--- src/rtl/ccu_block_sched.sv ---
// Layer scheduler: steps through frames x blocks, pulsing enabled PE blocks and collecting their finish pulses.
// Define CCU_TIMEOUT_EN to build the sticky WAIT-state watchdog; otherwise timeout is tied low.
module ccu_block_sched #(
  parameter int NUM_PEB    = 16,
  parameter int PORT_WIDTH = 128,
  parameter int FRM_WIDTH  = 6,
  parameter int BLK_WIDTH  = 6,
  parameter int TO_LIMIT   = 65535
) (
  input  logic                  clk,
  input  logic                  rst,
  input  logic                  IFCFG_val,
  input  logic [PORT_WIDTH-1:0] IFCFG_data,
  output logic                  CFGIF_rdy,
  output logic                  CFGGBPSUM_val,
  input  logic                  GBPSUMCFG_rdy,
  output logic [FRM_WIDTH-1:0]  CFGGBPSUM_num_frame,
  output logic [BLK_WIDTH-1:0]  CFGGBPSUM_num_block,
  output logic [NUM_PEB-1:0]    CCUPEB_next_block,
  input  logic [NUM_PEB-1:0]    PEBCCU_fnh_block,
  output logic [FRM_WIDTH-1:0]  CCUGB_frame,
  output logic [BLK_WIDTH-1:0]  CCUGB_block,
  output logic                  CCUPOOL_layer_fnh,
  input  logic                  POOLCCU_clear_up,
  output logic                  busy,
  output logic                  timeout
);
  localparam int CFG_USED = FRM_WIDTH + BLK_WIDTH + NUM_PEB;

  typedef enum logic [2:0] {IDLE, PSUM, ISSUE, WAIT, LAST} state_e;

  state_e               state_q, state_d;
  logic [FRM_WIDTH-1:0] frm_last_q, frm_last_d;
  logic [BLK_WIDTH-1:0] blk_last_q, blk_last_d;
  logic [NUM_PEB-1:0]   peb_en_q, peb_en_d;
  logic [FRM_WIDTH-1:0] frame_q, frame_d;
  logic [BLK_WIDTH-1:0] block_q, block_d;
  logic [NUM_PEB-1:0]   done_q, done_d;
  logic                 rst_hold_q, rst_hold_d;
  logic [NUM_PEB-1:0]   fnh_en;
  logic                 all_done;

  always_comb begin
    state_d    = state_q;
    frm_last_d = frm_last_q;
    blk_last_d = blk_last_q;
    peb_en_d   = peb_en_q;
    frame_d    = frame_q;
    block_d    = block_q;
    done_d     = done_q;
    rst_hold_d = 1'b0;
    fnh_en     = PEBCCU_fnh_block & peb_en_q;
    // A PEB finishing in the same cycle as the last outstanding one still counts.
    all_done   = ((done_q | fnh_en) & peb_en_q) == peb_en_q;
    unique case (state_q)
      IDLE: begin
        if (IFCFG_val) begin
          frm_last_d = IFCFG_data[FRM_WIDTH-1:0];
          blk_last_d = IFCFG_data[FRM_WIDTH +: BLK_WIDTH];
          peb_en_d   = IFCFG_data[FRM_WIDTH+BLK_WIDTH +: NUM_PEB];
          frame_d    = '0;
          block_d    = '0;
          done_d     = '0;
          state_d    = PSUM;
        end
      end
      PSUM: begin
        if (GBPSUMCFG_rdy) state_d = ISSUE;
      end
      ISSUE: begin
        done_d  = '0;
        state_d = WAIT;
      end
      WAIT: begin
        done_d = done_q | fnh_en;
        if (all_done) begin
          if (block_q < blk_last_q) begin
            block_d = block_q + 1'b1;
            state_d = ISSUE;
          end else if (frame_q < frm_last_q) begin
            block_d = '0;
            frame_d = frame_q + 1'b1;
            state_d = ISSUE;
          end else begin
            state_d = LAST;
          end
        end
      end
      LAST: begin
        if (POOLCCU_clear_up) state_d = IDLE;
      end
      default: state_d = IDLE;
    endcase
  end

  always_ff @(posedge clk) begin
    if (rst) begin
      state_q    <= IDLE;
      frm_last_q <= '0;
      blk_last_q <= '0;
      peb_en_q   <= '0;
      frame_q    <= '0;
      block_q    <= '0;
      done_q     <= '0;
      rst_hold_q <= 1'b1;
    end else begin
      state_q    <= state_d;
      frm_last_q <= frm_last_d;
      blk_last_q <= blk_last_d;
      peb_en_q   <= peb_en_d;
      frame_q    <= frame_d;
      block_q    <= block_d;
      done_q     <= done_d;
      rst_hold_q <= rst_hold_d;
    end
  end

`ifdef CCU_TIMEOUT_EN
  logic [15:0] wd_cnt_q, wd_cnt_d;
  logic        timeout_q, timeout_d;

  // Counter tracks elapsed WAIT cycles; flag rises on the edge the count reaches TO_LIMIT.
  always_comb begin
    wd_cnt_d  = wd_cnt_q;
    timeout_d = timeout_q;
    if (state_q == IDLE && IFCFG_val) begin
      wd_cnt_d  = '0;
      timeout_d = 1'b0;
    end else if (state_q == ISSUE) begin
      wd_cnt_d = '0;
    end else if (state_q == WAIT) begin
      if (wd_cnt_q != 16'hFFFF) wd_cnt_d = wd_cnt_q + 16'd1;
      if (({1'b0, wd_cnt_q} + 17'd1) >= 17'(TO_LIMIT)) timeout_d = 1'b1;
    end
  end

  always_ff @(posedge clk) begin
    if (rst) begin
      wd_cnt_q  <= '0;
      timeout_q <= 1'b0;
    end else begin
      wd_cnt_q  <= wd_cnt_d;
      timeout_q <= timeout_d;
    end
  end

  assign timeout = timeout_q;
`else
  logic [15:0] unused_to_limit;
  assign unused_to_limit = 16'(TO_LIMIT);
  assign timeout         = 1'b0;
`endif

  generate
    if (PORT_WIDTH > CFG_USED) begin : g_spare_bits
      logic unused_cfg_bits;
      assign unused_cfg_bits = ^IFCFG_data[PORT_WIDTH-1:CFG_USED];
    end
  endgenerate

  // Ready is held low for the cycle right after a reset edge so every output reads zero then.
  assign CFGIF_rdy           = (state_q == IDLE) && !rst_hold_q;
  assign CFGGBPSUM_val       = (state_q == PSUM);
  assign CFGGBPSUM_num_frame = frm_last_q;
  assign CFGGBPSUM_num_block = blk_last_q;
  assign CCUPEB_next_block   = (state_q == ISSUE) ? peb_en_q : '0;
  assign CCUGB_frame         = frame_q;
  assign CCUGB_block         = block_q;
  assign CCUPOOL_layer_fnh   = (state_q == LAST);
  assign busy                = (state_q != IDLE);

endmodule

--- config.mk ---
export PLATFORM = sky130hd
export DESIGN_NAME = ccu_block_sched
export DESIGN_NICKNAME = d
export VERILOG_FILES = /design/src/rtl/ccu_block_sched.sv
export SDC_FILE = /design/constraint.sdc
export NUM_CORES = 1
export LEC_CHECK = 0
export CAP_MARGIN = 15
export CELL_PAD_IN_SITES_DETAIL_PLACEMENT = 0
export CELL_PAD_IN_SITES_GLOBAL_PLACEMENT = 1
export CORE_ASPECT_RATIO = 2
export CORE_UTILIZATION = 26
export CTS_CLUSTER_SIZE = 8
export DETAILED_ROUTE_END_ITERATION = 7
export PLACE_DENSITY_LB_ADDON = 0.1
export SYNTH_ARGS = -nofsm -noshare
export SYNTH_HDL_FRONTEND = slang
export SYNTH_SLANG_ARGS = --single-unit
--- constraint.sdc ---
create_clock -name clk -period 4.18 [get_ports clk]
set_input_delay 0.836 -clock clk [delete_from_list [all_inputs] [get_ports clk]]
set_output_delay 0.836 -clock clk [all_outputs]
set_load 0.1 [all_outputs]
* Yosys cells after proc, flatten, opt, wreduce, memory -nomap -nowiden
Index checks and enable logic that the tools add are counted.
** Word-level totals
- Output and inout port bits :: 45
- Flip-flop bits (word level) :: 60
- Input port bits :: 149
** Cells by class
- Eq/ne operators :: 12
- Reduce and logical (&&, ||, !) cells :: 11
- Add/subtract/negate cells :: 2
- Multiplexer cells :: 20
- Bitwise operators :: 3
- $lt $le $gt $ge :: 2
** Operators with widths (count)
- $pmux W16 S3 :: 1
- $mux W6 :: 7
- $and A16 B16 Y16 :: 2
- $mux W16 :: 2
- $pmux W6 S2 :: 2
- $mux W3 :: 6
- $eq A16 B16 Y1 :: 1
- $or A16 B16 Y16 :: 1
- $pmux W3 S5 :: 1
- $add A6 B1 Y6 const B :: 2
- $lt A6 B6 Y1 :: 2
- $ne A2 B2 Y1 const B :: 4
- $reduce_and A4 Y1 :: 2
- $eq A3 B2 Y1 const B :: 2
- $reduce_bool A3 Y1 :: 2
- $reduce_and A5 Y1 :: 1
- $ne A2 B1 Y1 const B :: 2
- $reduce_and A2 Y1 :: 2
- $eq A3 B1 Y1 const B :: 1
- $eq A3 B3 Y1 const B :: 1
- $logic_not A3 Y1 :: 1
- $ne A3 B3 Y1 const B :: 1
- $reduce_bool A2 Y1 :: 1
- $logic_and A1 B1 Y1 :: 1
- 2 further kinds :: 2

* Depth between registers and ports, before layout
- Depth after elaboration :: 6
- Mapped depth :: 9

* Worst setup path after synthesis
OpenSTA, ideal clock, no wires.
- Path kind :: reg2out
- From :: reg state_q[1]
- To :: out CFGGBPSUM_val
- Arrival :: 2.807 ns
- Stages on the path, launching flop included :: 4
- Setup slack :: 0.537 ns
- Path buffers :: 2
- Required time :: 3.344 ns
- Cells stage by stage :: dfxtp_1 buf_4 clkbuf_1 nor3b_1
** On the way
- Word-level cells in the longest chain between the ends :: 1
** RTL lines
- start, declared :: line 32 : state_e state_q, state_d;
- start signal, assigned :: line 107 : state_q <= state_d;
- $eq A3 B1 Y1 :: line 163 : assign CFGGBPSUM_val = (state_q == PSUM);
- end, declared :: line 15 : output logic CFGGBPSUM_val,
No other way between the ends.

* Worst setup path in the final report
- From :: reg state_q[0]
- To :: out CCUPEB_next_block[0]
** On the way
- Word-level cells in the longest chain between the ends :: 2
** RTL lines
- $eq A3 B2 Y1 :: line 166 : assign CCUPEB_next_block = (state_q == ISSUE) ? peb_en_q : '0;
- $mux W16 :: line 166
- end, declared :: line 19 : output logic [NUM_PEB-1:0] CCUPEB_next_block,
No other way between the ends.

==> results.txt <==
Post-CTS Setup Bufs -> 0
Full die area -> 11620 um^2
Sequential area share after synthesis -> 41.36%
Synth cell types -> 47
Finish-stage setup viols -> 0
Gr usage total -> 17.24%
1st-iter DRT viols -> 121
Worst Skew -> 0.005679 ns
# IOs -> 194
Critical Path RT -> 3.34 ns
Sw frac -> 30.29%
Most frequent cells in the layout -> clkdlybuf4s50_1, dfxtp_1, nand2_1
R2r startpoint -> state_q[1]
Reg power frac -> 33.3%
Clock Latency Late Sink -> 0.33 ns
WL/cell -> 16.10 um
H-tree levels -> 3
Slew @ Worst Pin -> 1.063 ns
GRT overflow -> 0
Post-CTS Hold Fix Bufs -> 0
CP Launch Point -> state_q[0]
Detailed-route DRC error count -> 0
Vias -> 2877
Flops & latches, synth -> 60
Nets -> 607
Share of flip-flops with an asynchronous set or reset -> 0%
Final hold violations -> 0
CTS tree -> built
DRT Pass-1 Iters -> 4
Syn-to-layout area delta -> 46.79%
Crit path arrival time -> 2.18 ns
Critical Path Source Type -> register
Worst reg-to-reg path cell count -> 5
Fraction of layout cells with a size suffix above 1 -> 11.31%
Row Count -> 54
Kind of critical path -> register to output port
CTS resizes -> 0
Lkg Pwr -> 1.666 nW
Synth Net Count -> 520
Max-cap violations -> 0
First-pass GRT wire length -> 14950 um
Most common flop cell mapped by yosys -> dfxtp_1
Max_slew headroom -> 28.87%
Final setup TNS -> 0 ns
Total wire length -> 9514 um
Hold endpoint -> CFGGBPSUM_num_block[3]
Average size of a mapped cell -> 8.089 um^2
CTS Buf Count -> 9
Period utilization -> 72.21%
Core area -> 10880 um^2
Port bufs -> 92
Post-DRT Antenna Nets -> 0
Tmin final -> 3.018 ns
Status -> completed
Max VDD drop -> 207.5 uV
Switch Pwr -> 574.9 uW
Final Max Tran Viols -> 0
Endpoint class of the critical path -> output port
Antenna violations before repair -> 0
Vias per cell -> 4.868
Initial core utilization -> 26.70%
Largest net degree at the start of global routing -> 40
Worst hold-check path type -> register to register
Worst Hold Depth -> 2
Detailed Place HPWL -> 6847 um
Ant. Diodes -> 0
Synth Warn # -> 0
Syn Inst Count -> 359
Die height -> 151.5 um
Worst Path Max Fanout -> 18
Clock sinks -> 60
Netlist Area Pre-Place -> 2904 um^2
Root buf cell -> clkbuf_16
FMAX -> 331.3 MHz
RSZ-0062 raised after global routing -> no
Number of enable flip-flop cells after synthesis -> 0
FF-to-FF setup slack -> 1.61 ns
Reg-to-Reg End -> CCUGB_frame[3]
Commonest non-fill, non-tap cell in the layout -> clkdlybuf4s50_1
Comb pwr share -> 20.9%
Placer congestion estimate -> 0.7496
Pint -> 1.323 mW
PwrDens -> 445.2 nW/um^2
Vias in the first global route -> 2889
Clock network power share -> 45.8%
DIE WIDTH -> 76.73 um
Clock buffer depth -> 2
Reg clk slew, reported paths -> 0.05 ns
Min-delay src -> CFGGBPSUM_num_block[3]
Post-route total power -> 1.898 mW
## Yosys cell counts (2+ instances only)
cell type,count,area share (%)
a32oi_1,16,4.8
or4_1,2,0.52
or2_2,2,0.43
inv_1,15,1.9
o21ai_0,9,1.6
a21oi_1,42,7.2
clkbuf_1,15,1.9
nand4_1,3,0.65
nand2b_1,2,0.43
and3_1,19,4.1
a21o_1,2,0.52
buf_4,3,0.78
a22oi_1,5,1.3
nor3b_1,5,1.3
nand3_1,5,0.86
ha_1,12,5.2
o311ai_0,3,0.90
o21ai_1,2,0.34
buf_1,3,0.39
dfxtp_1,60,41
and2_1,5,1.1
nand3b_1,4,1.0
a31oi_1,2,0.43
nor2_1,41,5.3
nand2_1,60,7.8
## area by class of cell
cell class | count | area (um^2)
fill | 1162 | 6615
multi-input combinational | 262 | 1553
sequential | 60 | 1201
timing repair buffer | 97 | 923.4
clock buffer | 10 | 239.0
tap | 140 | 175.2
clock inverter | 6 | 111.4
inverter | 16 | 60.06
## flip-flops by register name, indices dropped and copies added (netlist names)
name,count
CCUGB_frame,6
rst_hold_q,1
state_q,3
CFGGBPSUM_num_frame,6
CCUGB_block,6
peb_en_q,16
done_q,16
CFGGBPSUM_num_block,6
## metal layers
layer  wire length (um)  vias to the layer above  global-route usage, %
li1                   -                     1446                      -
met1               3492                     1342                  16.99
met2               5459                       80                  34.29
met3                380                        9                  2.994
met4                182                        0                  7.692
met5                  0                        -                      0
## critical path: stages, from the launching register on
cell and delay (ns):
dfxtp_1 0.41, nor2_1 0.84, and3_1 0.30, buf_4 0.30
## power groups by stage
stage / Combinational [mW] / Sequential, mW / Clock [mW]
floorplan: 0.207 / 0.696 / 0
global placement: 0.394 / 0.645 / 0
detailed placement: 0.393 / 0.645 / 0
CTS: 0.395 / 0.633 / 0.890
global route: 0.427 / 0.637 / 0.919
finish: 0.397 / 0.632 / 0.869
## worst max path at each step
stage / cells past startpoint / to
2_1_floorplan: 3 / CFGGBPSUM_val
3_3_place_gp: 8 / CCUGB_frame[3]
3_5_place_dp: 8 / CCUGB_frame[3]
4_1_cts: 3 / CCUPEB_next_block[0]
5_1_grt: 3 / CCUPEB_next_block[14]
6_report: 3 / CCUPEB_next_block[0]
## stage by stage
step / cell area [um^2] / hold slack (ns) / instances / utilization [%] / setup slack, ns
global route: 4263 / 0.4882 / 591 / 39.19 / 0.9951
detailed placement: 3885 / 0.4646 / 574 / 35.71 / 1.127
CTS: 4235 / 0.4726 / 590 / 38.93 / 1.136
floorplan: 2904 / 0.4533 / 359 / - / 0.5375
global placement: 3885 / 0.4623 / 574 / 35.71 / 1.105
finish: 4263 / 0.4700 / 591 / 39.19 / 1.162
## logic make-up (layout without fill, tap and decap cells)
kind of cell | count (synthesis) | after routing | share of synthesized area (%)
other | 1 | 1 | 0.1291
DFF | 60 | 60 | 41.36
AOI/OAI and AO/OA | 92 | 92 | 21.97
buffers and inverters | 37 | 129 | 5.170
muxes | 1 | 1 | 0.3447
adders and majority gates | 12 | 12 | 5.170
and+or+nand+nor | 156 | 156 | 25.85
Note: power is estimated with default switching activity, not from simulation.
